File: config.mk
export PLATFORM = sky130hd
export DESIGN_NAME = arbitro_mux2
export DESIGN_NICKNAME = d
export VERILOG_FILES = /design/src/rtl/arbitro_mux2.sv
export SDC_FILE = /design/constraint.sdc
export NUM_CORES = 1
export LEC_CHECK = 0
export BUFFER_PORTS_ARGS = -buffer_cell sky130_fd_sc_hd__clkbuf_2
export CORE_MARGIN = 10
export CORE_UTILIZATION = 45
export DETAILED_ROUTE_END_ITERATION = 8
export PLACE_DENSITY = 0.84
export SETUP_SLACK_MARGIN = 0.02
export SYNTH_ARGS = -nofsm -noshare
export SYNTH_HDL_FRONTEND = slang
export SYNTH_SLANG_ARGS = --single-unit
File: constraint.sdc
create_clock -name Clock -period 2.3 [get_ports Clock]
set_input_delay 0 -clock Clock [delete_from_list [all_inputs] [get_ports Clock]]
set_output_delay 0 -clock Clock [all_outputs]
set_load 0.02 [all_outputs]
File: src/rtl/arbitro_mux2.sv
// Two-requester round-robin arbiter in front of a 2:1 word mux.
// The winner's word is registered onto saida, and each grant is bounded to MAX_RAJADA transfers while the other side waits.

module Mux2_1 #(
    parameter int LARGURA = 32
) (
    input  logic [LARGURA-1:0] A,
    input  logic [LARGURA-1:0] B,
    input  logic               controle,
    output logic [LARGURA-1:0] saida
);
    always_comb begin
        saida = controle ? B : A;
    end
endmodule

module arbitro_mux2 #(
    parameter int LARGURA    = 32,
    parameter int MAX_RAJADA = 4
) (
    input  logic               Clock,
    input  logic               Reset_n,
    input  logic               reqA,
    input  logic [LARGURA-1:0] dadoA,
    input  logic               reqB,
    input  logic [LARGURA-1:0] dadoB,
    output logic               gntA,
    output logic               gntB,
    output logic               controle,
    output logic [LARGURA-1:0] saida,
    output logic               saida_valida,
    output logic               ocupado
);
    typedef enum logic [1:0] {OCIOSO, CONCEDE_A, CONCEDE_B} estado_t;

    estado_t            estado;
    estado_t            estadoProx;
    logic               ultimoB;
    logic [7:0]         contador;
    logic [LARGURA-1:0] muxSaida;
    logic               transfere;
    logic               fimRajada;

    Mux2_1 #(.LARGURA(LARGURA)) uMux (
        .A        (dadoA),
        .B        (dadoB),
        .controle (controle),
        .saida    (muxSaida)
    );

    // The edge that completes the burst transfers its word and hands over in one step.
    always_comb begin
        transfere  = ((estado == CONCEDE_A) && reqA) || ((estado == CONCEDE_B) && reqB);
        fimRajada  = (9'(contador) + 9'd1) >= 9'(MAX_RAJADA);
        estadoProx = estado;
        case (estado)
            OCIOSO: begin
                if (reqA && (!reqB || ultimoB))
                    estadoProx = CONCEDE_A;
                else if (reqB)
                    estadoProx = CONCEDE_B;
            end
            CONCEDE_A: begin
                if (!reqA)
                    estadoProx = reqB ? CONCEDE_B : OCIOSO;
                else if (reqB && fimRajada)
                    estadoProx = CONCEDE_B;
            end
            CONCEDE_B: begin
                if (!reqB)
                    estadoProx = reqA ? CONCEDE_A : OCIOSO;
                else if (reqA && fimRajada)
                    estadoProx = CONCEDE_A;
            end
            default: estadoProx = OCIOSO;
        endcase
    end

    always_ff @(posedge Clock or negedge Reset_n) begin
        if (!Reset_n) begin
            estado       <= OCIOSO;
            gntA         <= 1'b0;
            gntB         <= 1'b0;
            controle     <= 1'b0;
            ocupado      <= 1'b0;
            saida        <= '0;
            saida_valida <= 1'b0;
            contador     <= '0;
            ultimoB      <= 1'b1;
        end else begin
            estado       <= estadoProx;
            gntA         <= (estadoProx == CONCEDE_A);
            gntB         <= (estadoProx == CONCEDE_B);
            ocupado      <= (estadoProx != OCIOSO);
            saida_valida <= transfere;
            if (estadoProx == CONCEDE_A)
                controle <= 1'b0;
            else if (estadoProx == CONCEDE_B)
                controle <= 1'b1;
            if (transfere) begin
                saida   <= muxSaida;
                ultimoB <= (estado == CONCEDE_B);
            end
            if (estadoProx != estado)
                contador <= '0;
            else if (transfere && (contador < 8'(MAX_RAJADA)))
                contador <= contador + 8'd1;
        end
    end
endmodule

Word level (Yosys, flattened, before mapping):

Index checks and enable logic that the tools add are counted.
Widths: inputs -> output; s select.

* $add $sub $neg: 2
* magnitude comparators: 2
* eq/ne operators: 5
* muxes and demuxes: 14
* reductions and logical operators: 13

Operator list (number)
* $mux 32: 1
* $mux 8: 2
* $mux 2: 7
* $add 8x1->9 const B: 1
* $ge 9x3->1 const B: 1
* $add 8x1->8 const B: 1
* $lt 8x3->1 const B: 1
* $logic_and 1x1->1: 6
* $pmux 2 s3: 1
* $reduce_bool 2->1: 3
* $eq 2x1->1 const B: 2
* $eq 2x2->1 const B: 2
* $mux 1: 3
* $logic_not 2->1: 1
* $logic_or 1x1->1: 2
* $ne 2x2->1: 1
* $logic_not 1->1: 1

* register bits after elaboration: 48
* input bits: 68

Depth between registers and ports, before layout:

Gate-level depths: netlist (run 1).

* depth in word-level cells: 9
* gate-level depth with buffers: 9
* gate-level depth less buffers: 9

Hierarchy:

Synthesis (run 1) repeated with hierarchy kept, for this count alone.

* cell total of the unflattened synthesis: 178
* area, all modules: 2573.7 sq um

By module, submodules not included
* arbitro_mux2: instances 1, cells each 142, area an instance 2029.4 sq um
* Mux2_1: instances 1, cells each 36, area an instance 544.3 sq um

Least setup slack after synthesis (run 1):

OpenSTA, ideal clock, no wires.

* kind: register to register
* from: reg contador[6]
* to: reg controle
* library setup time: 0.121 ns
* data arrival time: 1.772 ns
* data required time: 2.179 ns
* slack: 0.407 ns
* cell stages (with the launch flop): 9
* buffers on the path: 0
* clock period less this slack: 1.893 ns
* cell sequence: dfrtp_1 > or3_4 > nor3_2 > nand2_1 > mux2i_1 > a21o_1 > ha_1 > nor2_1 > a21oi_1

* cells in the longest elaborated chain, start to end: 8
* elaborated cells between the ends (all ways): 13
* those cells by class: add/sub (1); order compare (1); eq/ne (2); mux (6); reduce/logical (3)

Ends and longest elaborated chain
* from (decl): RTL line 39 `logic [7:0] contador;`
* from (signal assigned): RTL line 107 `contador <= contador + 8'd1;`
* $add 8x1->9 (*): RTL line 54 `fimRajada = (9'(contador) + 9'd1) >= 9'(MAX_RAJADA);`
* $ge 9x3->1 (*): RTL line 54
* $logic_and 1x1->1, on equally long branches: RTL line 72, 66
* $mux 2, on equally long branches: RTL line 72, 66
* $mux 2, on equally long branches: RTL line 70, 64
* $pmux 2 s3 (*): RTL line 56 `case (estado)`
* $eq 2x1->1 or $eq 2x2->1 (tied branches): RTL line 96, 98
* $mux 1 or $reduce_bool 2->1 (tied branches)
* to (signal assigned): RTL line 84 `controle <= 1'b0;`
* to (signal assigned): RTL line 97 `controle <= 1'b0;`
* to (signal assigned): RTL line 99 `controle <= 1'b1;`
* to (decl): RTL line 29 `output logic controle,`

Mark *: on every way between the ends. The rest lies on a longest branch, timed or not.
A chain may end at the register's enable or synchronous reset.

Worst setup path after layout (run 1):

* from: reg contador[0]
* to: reg controle

Same word-level chain as after synthesis.

==> results, run 1 <==
- Fill cells in the final layout number 402.
- The largest vdd supply drop is 629 uV.
- The clock transition at the register clock pins on the worst setup and hold paths after CTS is 0.08 ns.
- Counting every instance in the synthesized netlist gives 212.
- Of the total power, the share spent switching nets is 37.9%.
- After the flow finishes, the layout carries non-filler instances totaling 392.
- Across the run, the number of max-cap violations was 0.
- The post-route antenna net violation count is 0.
- Using the TritonRoute via totals, the vias-per-cell ratio works out to 4.89.
- For flop-to-flop paths, the worst setup slack is 0.22 ns.
- The number of endpoints with negative hold slack in the final report is 0.
- STA classifies the critical path endpoint as a flop.
- Counting instances, the worst hold path has a depth of 3.
- For this design the static power due to leakage is 1.67 nW.
- The net count of the finished layout is 397.
- The maximum clock insertion buffer count is 2.
- The number of optimization iterations in the first detailed-route pass is 4.
- From left edge to right edge, the die measures 90.7 um.
- Setup repair after global routing left no endpoint under its margin.
- Once detailed placement completed, the half-perimeter wirelength came to 4620 um.
- The critical path buffer and inverter count is 0.
- For the pin with the worst max-slew slack, the measured transition is 0.743 ns.
- The area used by sequential logic in the layout is 0.00120 sq mm.
- The portion of the post-synthesis area used by sequential elements is 53.4%.
- The required time of the worst setup path is 2.52 ns.
- The global-route usage over all layers is 14.7%.
- After detailed routing, the average wire length per cell comes to 15.1 um.
- Post-CTS repair changed the size of 0 cells.
- The worst setup path is launched from a flop.
- The delay contributed by the slowest stage of the critical path is 0.43 ns.
- The capture endpoint of the worst hold path is saida[28].
- The via count of the first global-routing pass is 2054.
- The number of antenna diodes is 0.
- The number of synthesized register bits is 48.
- The power density over the cells is 982 mW/mm^2.
- The routability-driven placement congestion ratio is 0.772.
- For this run, design rule violations remaining after detail routing come to 0.
- The average size of a mapped cell is 10.6 sq um.
- The floorplan row count is 25.
- The largest net degree at the start of global routing is 35.
- The highest net fanout along the worst path is 4.
- The worst register-to-register path begins at contador[0].
- The cell area after synthesis is 0.00225 sq mm.
- The fraction of power consumed by the clock network is 19.5%.
- The worst path in the final design needs a cycle of 2.08 ns, including I/O delays and setup.
- The number of H-tree levels is 2.
- Traced cell by cell, the critical path runs through ha_1 > a21boi_0 > a21o_1 > a32o_1 > nand2_1 > nand4_1 > ha_1 > nor2_1 > a21oi_1.
- The vias after detailed routing is 1916.
- The slowest library cell on the worst path is sky130_fd_sc_hd__dfrtp_1.
- The worst setup path category is reg2reg.
- The most repeated library cell on the critical path is sky130_fd_sc_hd__ha_1.
- Broken down by cell family, the worst path's largest delay share belongs to compound AO/OA/AOI/OAI gates.
- The clock net in this run drives a total of 48 sinks.
- The number of failing setup endpoints in the final timing report is 0.
- Of the available clock period, the critical path in the final layout requires 90.4%.
- The sequential cell fraction of total power is 41.1%.
- Between clock sinks in the finished design, the worst skew comes to 0.00445 ns.
- 105 I/O pins were placed.
- The routed design has 5920 um of wire.
- The Yosys step of the flow raised 0 warnings.
- Setup slack closes at 0.221 ns.
- The initial antenna violation count came to 0.
- The count of buffers added by post-CTS timing repair for setup is 0.
- Headroom to the max-slew limit came out at 50.4%.
- The worst-skew pair later-pin latency is 0.29 ns.
- The source of the worst hold timing path is dadoA[28].
- Adding up every negative setup slack in the final design gives 0 ns.
- Counting tap cells, the placed design contains a total of 373 instances.
- The TritonCTS clock tree is built.
- The maximum clock frequency is 0.481 GHz.
- The depth of the most critical reg-to-reg path is 9.
- During placement, the flow inserted port buffers numbering 104.
- Summing all multi-input logic gate instances after layout gives 980 sq um.
- In this run the worst hold path is classified as in2reg.
- The layout cell share with drive strength beyond 1 is 37.8%.
- The TritonCTS buffer count is 5.
- In this run, the number of DRC markers left after iteration 0 of detailed routing was 33.
- The synthesized netlist net count is 285.
- The run finished with clean final reports.
- The share of total power dissipated in combinational logic is 39.3%.
- Data arrives at the worst endpoint at 2.30 ns.
- The area of the die is 0.00823 sq mm.
- The first-pass GRT wire length is 10100 um.
- The overflow left after global routing is 0.
- The reported net switching power is 1.13 mW.
- The effective utilization at floorplan is 47.0%.
- The internal power is 1.86 mW.
- The count of distinct cell types in the synthesized netlist is 29.
- Relative to the synthesized area, the layout overhead comes to 35.3%.
- The pre-CTS setup slack is 0.252 ns.
- The number of max-slew violations in the final report was 0.
- The total core area is 0.00479 sq mm.
- The destination of the worst register-to-register timing path is controle.
- The y dimension of the die is 90.7 um.
- The cell at the root of the clock tree is sky130_fd_sc_hd__clkbuf_8.
-- repair_timing --
| item | CTS | global route |
|---|---|---|
| endpoints found under the setup margin | 0 | 0 |
| hold buffers | 11 | 0 |
| endpoints found under the hold margin | 36 | 0 |
-- cell usage after synthesis (all sizes together) --
cell    number  share of area, %
or3          1              0.50
ha           5               2.8
and4         1              0.39
nor3         1              0.44
and2         7               1.9
a21boi       1              0.33
nand3b       1              0.33
dfstp        1               1.2
buf         12               2.7
nor4         1              0.95
a21o         2              0.67
xnor2        1              0.39
o32a         1              0.44
nor2        40               6.7
inv          2              0.33
dfrtp       47                52
o21ai        1              0.39
mux2i       33                15
a32o         1              0.44
nand4        1              0.28
clkbuf       2              0.33
nand3        2              0.44
a21oi       36               8.0
mux2         1              0.67
o21a         1              0.33
xor2         1              0.39
and3         1              0.28
nand2        8               1.4
-- kinds of logic (layout without fill, tap and decap cells) --
logic type / Yosys count / in the layout / synth area share, %
xor gates and xnor gates: 2 / 2 / 0.779
buffers and inverters: 16 / 129 / 3.34
and+or+nand+nor: 64 / 64 / 13.7
muxes: 34 / 34 / 15.4
AOI/OAI and AO/OA: 43 / 43 / 10.6
adders and majority gates: 5 / 5 / 2.78
DFF: 48 / 48 / 53.4
-- area by class of cell --
cell class	instances	area share, %
multi-input cells	148	32.2
flip-flops and latches	48	39.6
clock buffers	6	2.38
clock inverters	2	1.15
inverters	2	0.247
well taps	67	2.75
repair buffers	119	21.7
-- how the worst max path moves through the flow --
stage,start,endpoint,slack (ns),cells past startpoint
3_3_place_gp,contador[0],controle,0.32,9
3_5_place_dp,contador[0],controle,0.25,9
6_report,contador[0],controle,0.22,9
5_1_grt,contador[6],controle,0.04,8
4_1_cts,contador[0],controle,0.22,9
2_1_floorplan,contador[6],controle,0.41,8
-- power by group through the flow --
| stage | combinational (mW) | sequential, mW | clock [mW] |
|---|---|---|---|
| finish | 1.18 | 1.23 | 0.583 |
| global route | 1.30 | 1.26 | 0.638 |
| CTS | 1.19 | 1.23 | 0.603 |
| detailed placement | 1.17 | 1.24 | 0 |
| global placement | 1.14 | 1.23 | 0 |
| floorplan | 0.466 | 1.51 | 0 |
-- stage by stage --
step           total power, mW  util, %  hold slack, ns  instance area (sq um)
2_1_floorplan             1.97        -          -0.296                   2250
4_1_cts                   3.03     63.6        0.000839                   3040
3_5_place_dp              2.42     59.0           0.110                   2830
5_1_grt                   3.20     63.6          0.0101                   3040
3_3_place_gp              2.36     59.0           0.105                   2830
6_report                  2.99     63.6          0.0108                   3040
-- worst min-delay path, cell delays in order --
cell and delay (ns):
sky130_fd_sc_hd__clkbuf_2 0.08, sky130_fd_sc_hd__mux2i_1 0.06, sky130_fd_sc_hd__a21oi_1 0.13
-- layer usage --
metal	global-route usage, %	share of wire [%]	wire length, um
met1	17.7	43	2520
met2	25.1	49	2880
met3	4.90	8.1	477
met4	2.52	0.69	41
met5	0	0	0
-- cells in the final DEF, fill, tap and decap left out, drive strengths merged --
cell | Yosys | routed
a21boi | 1 | 1
a21o | 2 | 2
a21oi | 36 | 36
a32o | 1 | 1
and2 | 7 | 7
and3 | 1 | 1
and4 | 1 | 1
buf | 12 | 4
bufinv | 0 | 1
clkbuf | 2 | 110
clkinv | 0 | 1
dfrtp | 47 | 47
dfstp | 1 | 1
dlygate4sd3 | 0 | 11
ha | 5 | 5
inv | 2 | 2
mux2 | 1 | 1
mux2i | 33 | 33
nand2 | 8 | 8
nand3 | 2 | 2
nand3b | 1 | 1
nand4 | 1 | 1
nor2 | 40 | 40
nor3 | 1 | 1
nor4 | 1 | 1
o21a | 1 | 1
o21ai | 1 | 1
o32a | 1 | 1
or3 | 1 | 1
xnor2 | 1 | 1
xor2 | 1 | 1
-- flip-flops by register name, indices dropped and copies added (netlist names) --
name          count
saida            32
contador          8
estado            2
controle          1
gntA              1
gntB              1
ocupado           1
saida_valida      1
ultimoB           1
Power figures use the tool's default switching activity.
==> inputs of run 2 (changes only) <==
- PLACE_DENSITY: 0.84 -> 0.81
- SYNTH_HIERARCHICAL: unset -> 1
==> results, run 2 <==
- The worst hold slack after final layout is 0.0319 ns (was 0.0108 ns).
- The total length of routed wires is 5530 um (was 5920 um).
- Commonest cells in the synthesized netlist: sky130_fd_sc_hd__dfrtp_1 (47), sky130_fd_sc_hd__mux2_2 (34), sky130_fd_sc_hd__mux2_4 (30), sky130_fd_sc_hd__nand2_1 (6) (was sky130_fd_sc_hd__dfrtp_1 (47), sky130_fd_sc_hd__nor2_1 (40), sky130_fd_sc_hd__a21oi_1 (36), sky130_fd_sc_hd__mux2i_1 (33), sky130_fd_sc_hd__buf_2 (12)).
- The first-pass GRT wire length is 9180 um (was 10100 um).
- The average size of a mapped cell is 14.5 sq um (was 10.6 sq um).
- The layout overhead on the synthesized area is 26.7% (was 35.3%).
- Setup repair after global routing missed its margin: false (unchanged).
- The top register by number of flip-flops was saida (unchanged).
- The number of flip-flops under the largest register name is 32 (unchanged).
- The final design utilization is 58.9% (was 63.6%).
- Top library cells by usage in the layout, fill and taps aside: sky130_fd_sc_hd__clkbuf_2 (104), sky130_fd_sc_hd__dfrtp_1 (46), sky130_fd_sc_hd__mux2_2 (34) (was sky130_fd_sc_hd__clkbuf_2 (104), sky130_fd_sc_hd__dfrtp_1 (46), sky130_fd_sc_hd__nor2_1 (40)).
- The synthesized netlist net count is 251 (was 285).
- Run status: finished, final reports clean (unchanged).
- The switching share of power was 35.3% (was 37.9%).
- The number of optimization iterations in the first detailed-route pass is 3 (was 4).
- The net count reported at finish is 358 (was 397).
- The number of antenna diodes is 0 (unchanged).
- The critical register-to-register path startpoint is contador[1] (was contador[0]).
- The post-CTS resize count is 0 (unchanged).
- The leakage component of the power came to 1.70 nW (was 1.67 nW).
- The layout cell share with drive strength beyond 1 is 66.4% (was 37.8%).
- The most repeated library cell on the critical path was sky130_fd_sc_hd__ha_1 (unchanged).
- Crit path cell chain: ha_1 > a21boi_0 > a21o_1 > and4_1 > or3_1 > ha_1 > mux2i_1 (was ha_1 > a21boi_0 > a21o_1 > a32o_1 > nand2_1 > nand4_1 > ha_1 > nor2_1 > a21oi_1).
- The via count normalized by instance count is 4.96 (was 4.89).
- The number of sinks driven by the clock tree is 48 (unchanged).
- The area share of the leading cell type in the synthesized netlist is 45.7% (was 52.3%).
- The TritonCTS buffer count came to 5 (unchanged).
- The actual slew at the worst max-slew pin is 0.898 ns (was 0.743 ns).
- The cell area after synthesis is 0.00257 sq mm (was 0.00225 sq mm).
- The post-route antenna net violation count is 0 (unchanged).
- The routability-driven placement congestion ratio was 0.801 (was 0.772).
- The worst-skew pair later-pin latency is 0.29 ns (about the same).
- The async set or reset register ratio after synthesis was 100% (unchanged).
- The combinational share of power is 43.9% (was 39.3%).
- The maximum clock insertion buffer count is 2 (unchanged).
- The slowest library cell on the worst path is sky130_fd_sc_hd__dfrtp_1 (unchanged).
- The remaining routing DRC violations is 0 (unchanged).
- The endpoint class of the critical path is a flop (unchanged).
- The floorplan row count is 27 (was 25).
- The type of the tightest min-delay check was in2reg (unchanged).
- The y dimension of the die is 95.6 um (was 90.7 um).
- The violation count after the first detailed-route iteration came to 25 (was 33).
- The number of failing setup endpoints in the final timing report is 0 (unchanged).
- The mean routed wirelength per cell is 15.4 um (was 15.1 um).
- The area of the die is 0.00914 sq mm (was 0.00823 sq mm).
- The number of H-tree levels is 2 (unchanged).
- The initial antenna violation count is 0 (unchanged).
- The overall power is 3.68 mW (was 2.99 mW).
- The final clock skew came to 0.00893 ns (was 0.00445 ns).
- The vias after detailed routing came to 1776 (was 1916).
- The instance area at placement came to 0.00311 sq mm (was 0.00283 sq mm).
- The internal power is 2.38 mW (was 1.86 mW).
- The max capacitance violation total is 0 (unchanged).
- The post-synthesis compound-gate area fraction is 3.89% (was 10.6%).
- The TritonCTS clock tree is built (unchanged).
- Biggest regs: saida x32, contador x8, estado x2 (unchanged).
- The global-route usage over all layers is 12.5% (was 14.7%).
- The count of distinct cell types in the synthesized netlist is 36 (was 29).
- The largest net degree at the start of global routing is 37 (was 35).
- The critical path buffer and inverter count is 0 (unchanged).
- The nature of the critical path startpoint is a flop (unchanged).
- The most used flip-flop cell after synthesis is sky130_fd_sc_hd__dfrtp_1 (unchanged).
- The cell at the root of the clock tree is sky130_fd_sc_hd__clkbuf_8 (unchanged).
- Biggest area contributors in the synthesized netlist: sky130_fd_sc_hd__dfrtp_1 (46%), sky130_fd_sc_hd__mux2_4 (18%), sky130_fd_sc_hd__mux2_2 (15%), sky130_fd_sc_hd__ha_1 (2.4%), sky130_fd_sc_hd__buf_12 (2.3%) (was sky130_fd_sc_hd__dfrtp_1 (52%), sky130_fd_sc_hd__mux2i_1 (15%), sky130_fd_sc_hd__a21oi_1 (8.0%), sky130_fd_sc_hd__nor2_1 (6.7%), sky130_fd_sc_hd__ha_1 (2.8%)).
- The highest net fanout along the worst path was 5 (was 4).
- The shortest period the worst path allows is 2.19 ns (was 2.08 ns).
- The area share of xor/xnor cells in the synthesized design is 0.340% (was 0.779%).
- The power density over the cells came to 1130 mW/mm^2 (was 982 mW/mm^2).
- The most frequently used cell type in the post-synthesis netlist is sky130_fd_sc_hd__dfrtp_1 (unchanged).
- The simple-gate portion of the synthesized area was 8.46% (was 13.7%).
- The final period utilization is 95.2% (was 90.4%).
- The clock transition at the register clock pins on the worst setup and hold paths after CTS came to 0.09 ns (was 0.08 ns).
- The source of the worst hold timing path was reqB (was dadoA[28]).
- The via count of the first global-routing pass is 1980 (was 2054).
- The most common cell after layout, fill and taps aside is sky130_fd_sc_hd__clkbuf_2 (unchanged).
- The launching element of the worst setup path is contador[1] (was contador[0]).
- The fraction of power consumed by the clock network is 18.9% (was 19.5%).
- The number of endpoints with negative hold slack in the final report is 0 (unchanged).
- The number of buffers added on ports is 104 (unchanged).
- The total core area is 0.00554 sq mm (was 0.00479 sq mm).
- The delay contributed by the slowest stage of the critical path is 0.42 ns (was 0.43 ns).
- The total of warnings raised by yosys is 6 (was 0).
- The portion of the post-synthesis area used by sequential elements is 46.7% (was 53.4%).
- The post-DP HPWL is 4470 um (was 4620 um).
- The reported net switching power is 1.30 mW (was 1.13 mW).
- The worst endpoint data arrival time is 2.40 ns (was 2.30 ns).
- The effective utilization at floorplan is 46.5% (was 47.0%).
- The final instance area came to 0.00326 sq mm (was 0.00304 sq mm).
- The worst setup path category was reg2reg (unchanged).
- The dominant combinational cell family by area after synthesis is multiplexers (unchanged).
- The overflow left after global routing is 0 (unchanged).
- The cell type group with the largest total delay on the critical path was simple AND/OR/NAND/NOR gates (was compound AO/OA/AOI/OAI gates).
- The maximum clock frequency is 0.457 GHz (was 0.481 GHz).
- The cell count after synthesis is 178 (was 212).
- The share of synthesized cell area in full adder, half adder and majority cells is 2.43% (was 2.78%).
- The number of max-slew violations in the final report is 0 (unchanged).
- The sequential cell fraction of total power is 37.1% (was 41.1%).
- The horizontal die dimension is 95.6 um (was 90.7 um).
- The largest vdd supply drop is 542 uV (was 629 uV).
- The number of enable flip-flop cells after synthesis came to 0 (unchanged).
- The number of top-level pins is 105 (unchanged).
- The largest area contributor in the netlist is sky130_fd_sc_hd__dfrtp_1 (unchanged).
- The final total negative setup slack is 0 ns (unchanged).
- The post-synthesis mux area share was 33.2% (was 15.4%).
- The number of synthesized register bits is 48 (unchanged).
- The required time of the worst setup path came to 2.51 ns (was 2.52 ns).
- The max-slew headroom at the worst pin was 40.1% (was 50.4%).
## run 2: kinds of logic after synthesis
kind of cell | after synthesis
buf+inv | 13
mux | 66
flops | 48
fa+ha+maj | 5
simple gates | 33
compound gates | 12
xor+xnor | 1
## run 2: metal layers
layer | vias up | global-route usage, % | routed length (um)
met2 | 61 | 22.2 | 2820
met5 | - | 0 | 0
met1 | 865 | 13.4 | 2060
li1 | 845 | - | -
met4 | 0 | 4.05 | 46
met3 | 5 | 4.48 | 595
## run 2: cell type report
| class | count | area, sq um |
|---|---|---|
| Clock inverter | 2 | 60.1 |
| Clock buffer | 6 | 72.6 |
| Inverter | 3 | 11.3 |
| Timing Repair Buffer | 110 | 581 |
| Multi-Input combinational cell | 117 | 1240 |
| Sequential cell | 48 | 1200 |
| Tap cell | 72 | 90.1 |
| Fill cell | 474 | 2280 |
## run 2: metrics by stage
stage / instances / setup slack, ns
final: 358 / 0.111
after floorplan: 178 / 0.222
after global placement: 348 / 0.168
after detailed placement: 348 / 0.109
after global routing: 358 / 0.00968
after CTS: 357 / 0.0866
## run 2: power groups by stage
stage / sequential, mW / clock [mW] / combinational [mW]
after floorplan: 1.72 / 0 / 0.837
final: 1.37 / 0.696 / 1.62
after detailed placement: 1.39 / 0 / 1.64
after global routing: 1.41 / 0.761 / 1.74
after CTS: 1.37 / 0.723 / 1.65
after global placement: 1.36 / 0 / 1.61
## run 2: final timing paths
check,end,slack [ns],cells past startpoint
setup reg to reg,controle,0.11,7
max in group asynchronous,saida[11],1.22,3
setup / recovery,controle,0.11,7
min in group asynchronous,estado[1],0.37,2
hold / removal,ultimoB,0.03,3
hold reg to reg,saida[18],0.51,1
## run 2: worst register-to-register path: cells and delay by family, from the launching register on
| family | cells | cell delay (ns) |
|---|---|---|
| AO/OA/AOI/OAI | 2 | 0.37 |
| adder cells (fa/ha/maj) | 2 | 0.53 |
| flip-flops | 1 | 0.42 |
| multiplexers | 1 | 0.18 |
| AND/OR/NAND/NOR | 2 | 0.62 |
## run 2: repair_timing
item | CTS | global route
hold buffers | 1 | 0
endpoints found under the setup margin | 0 | 1
hold endpoints to repair | 34 | 0
setup buffers | 0 | 1
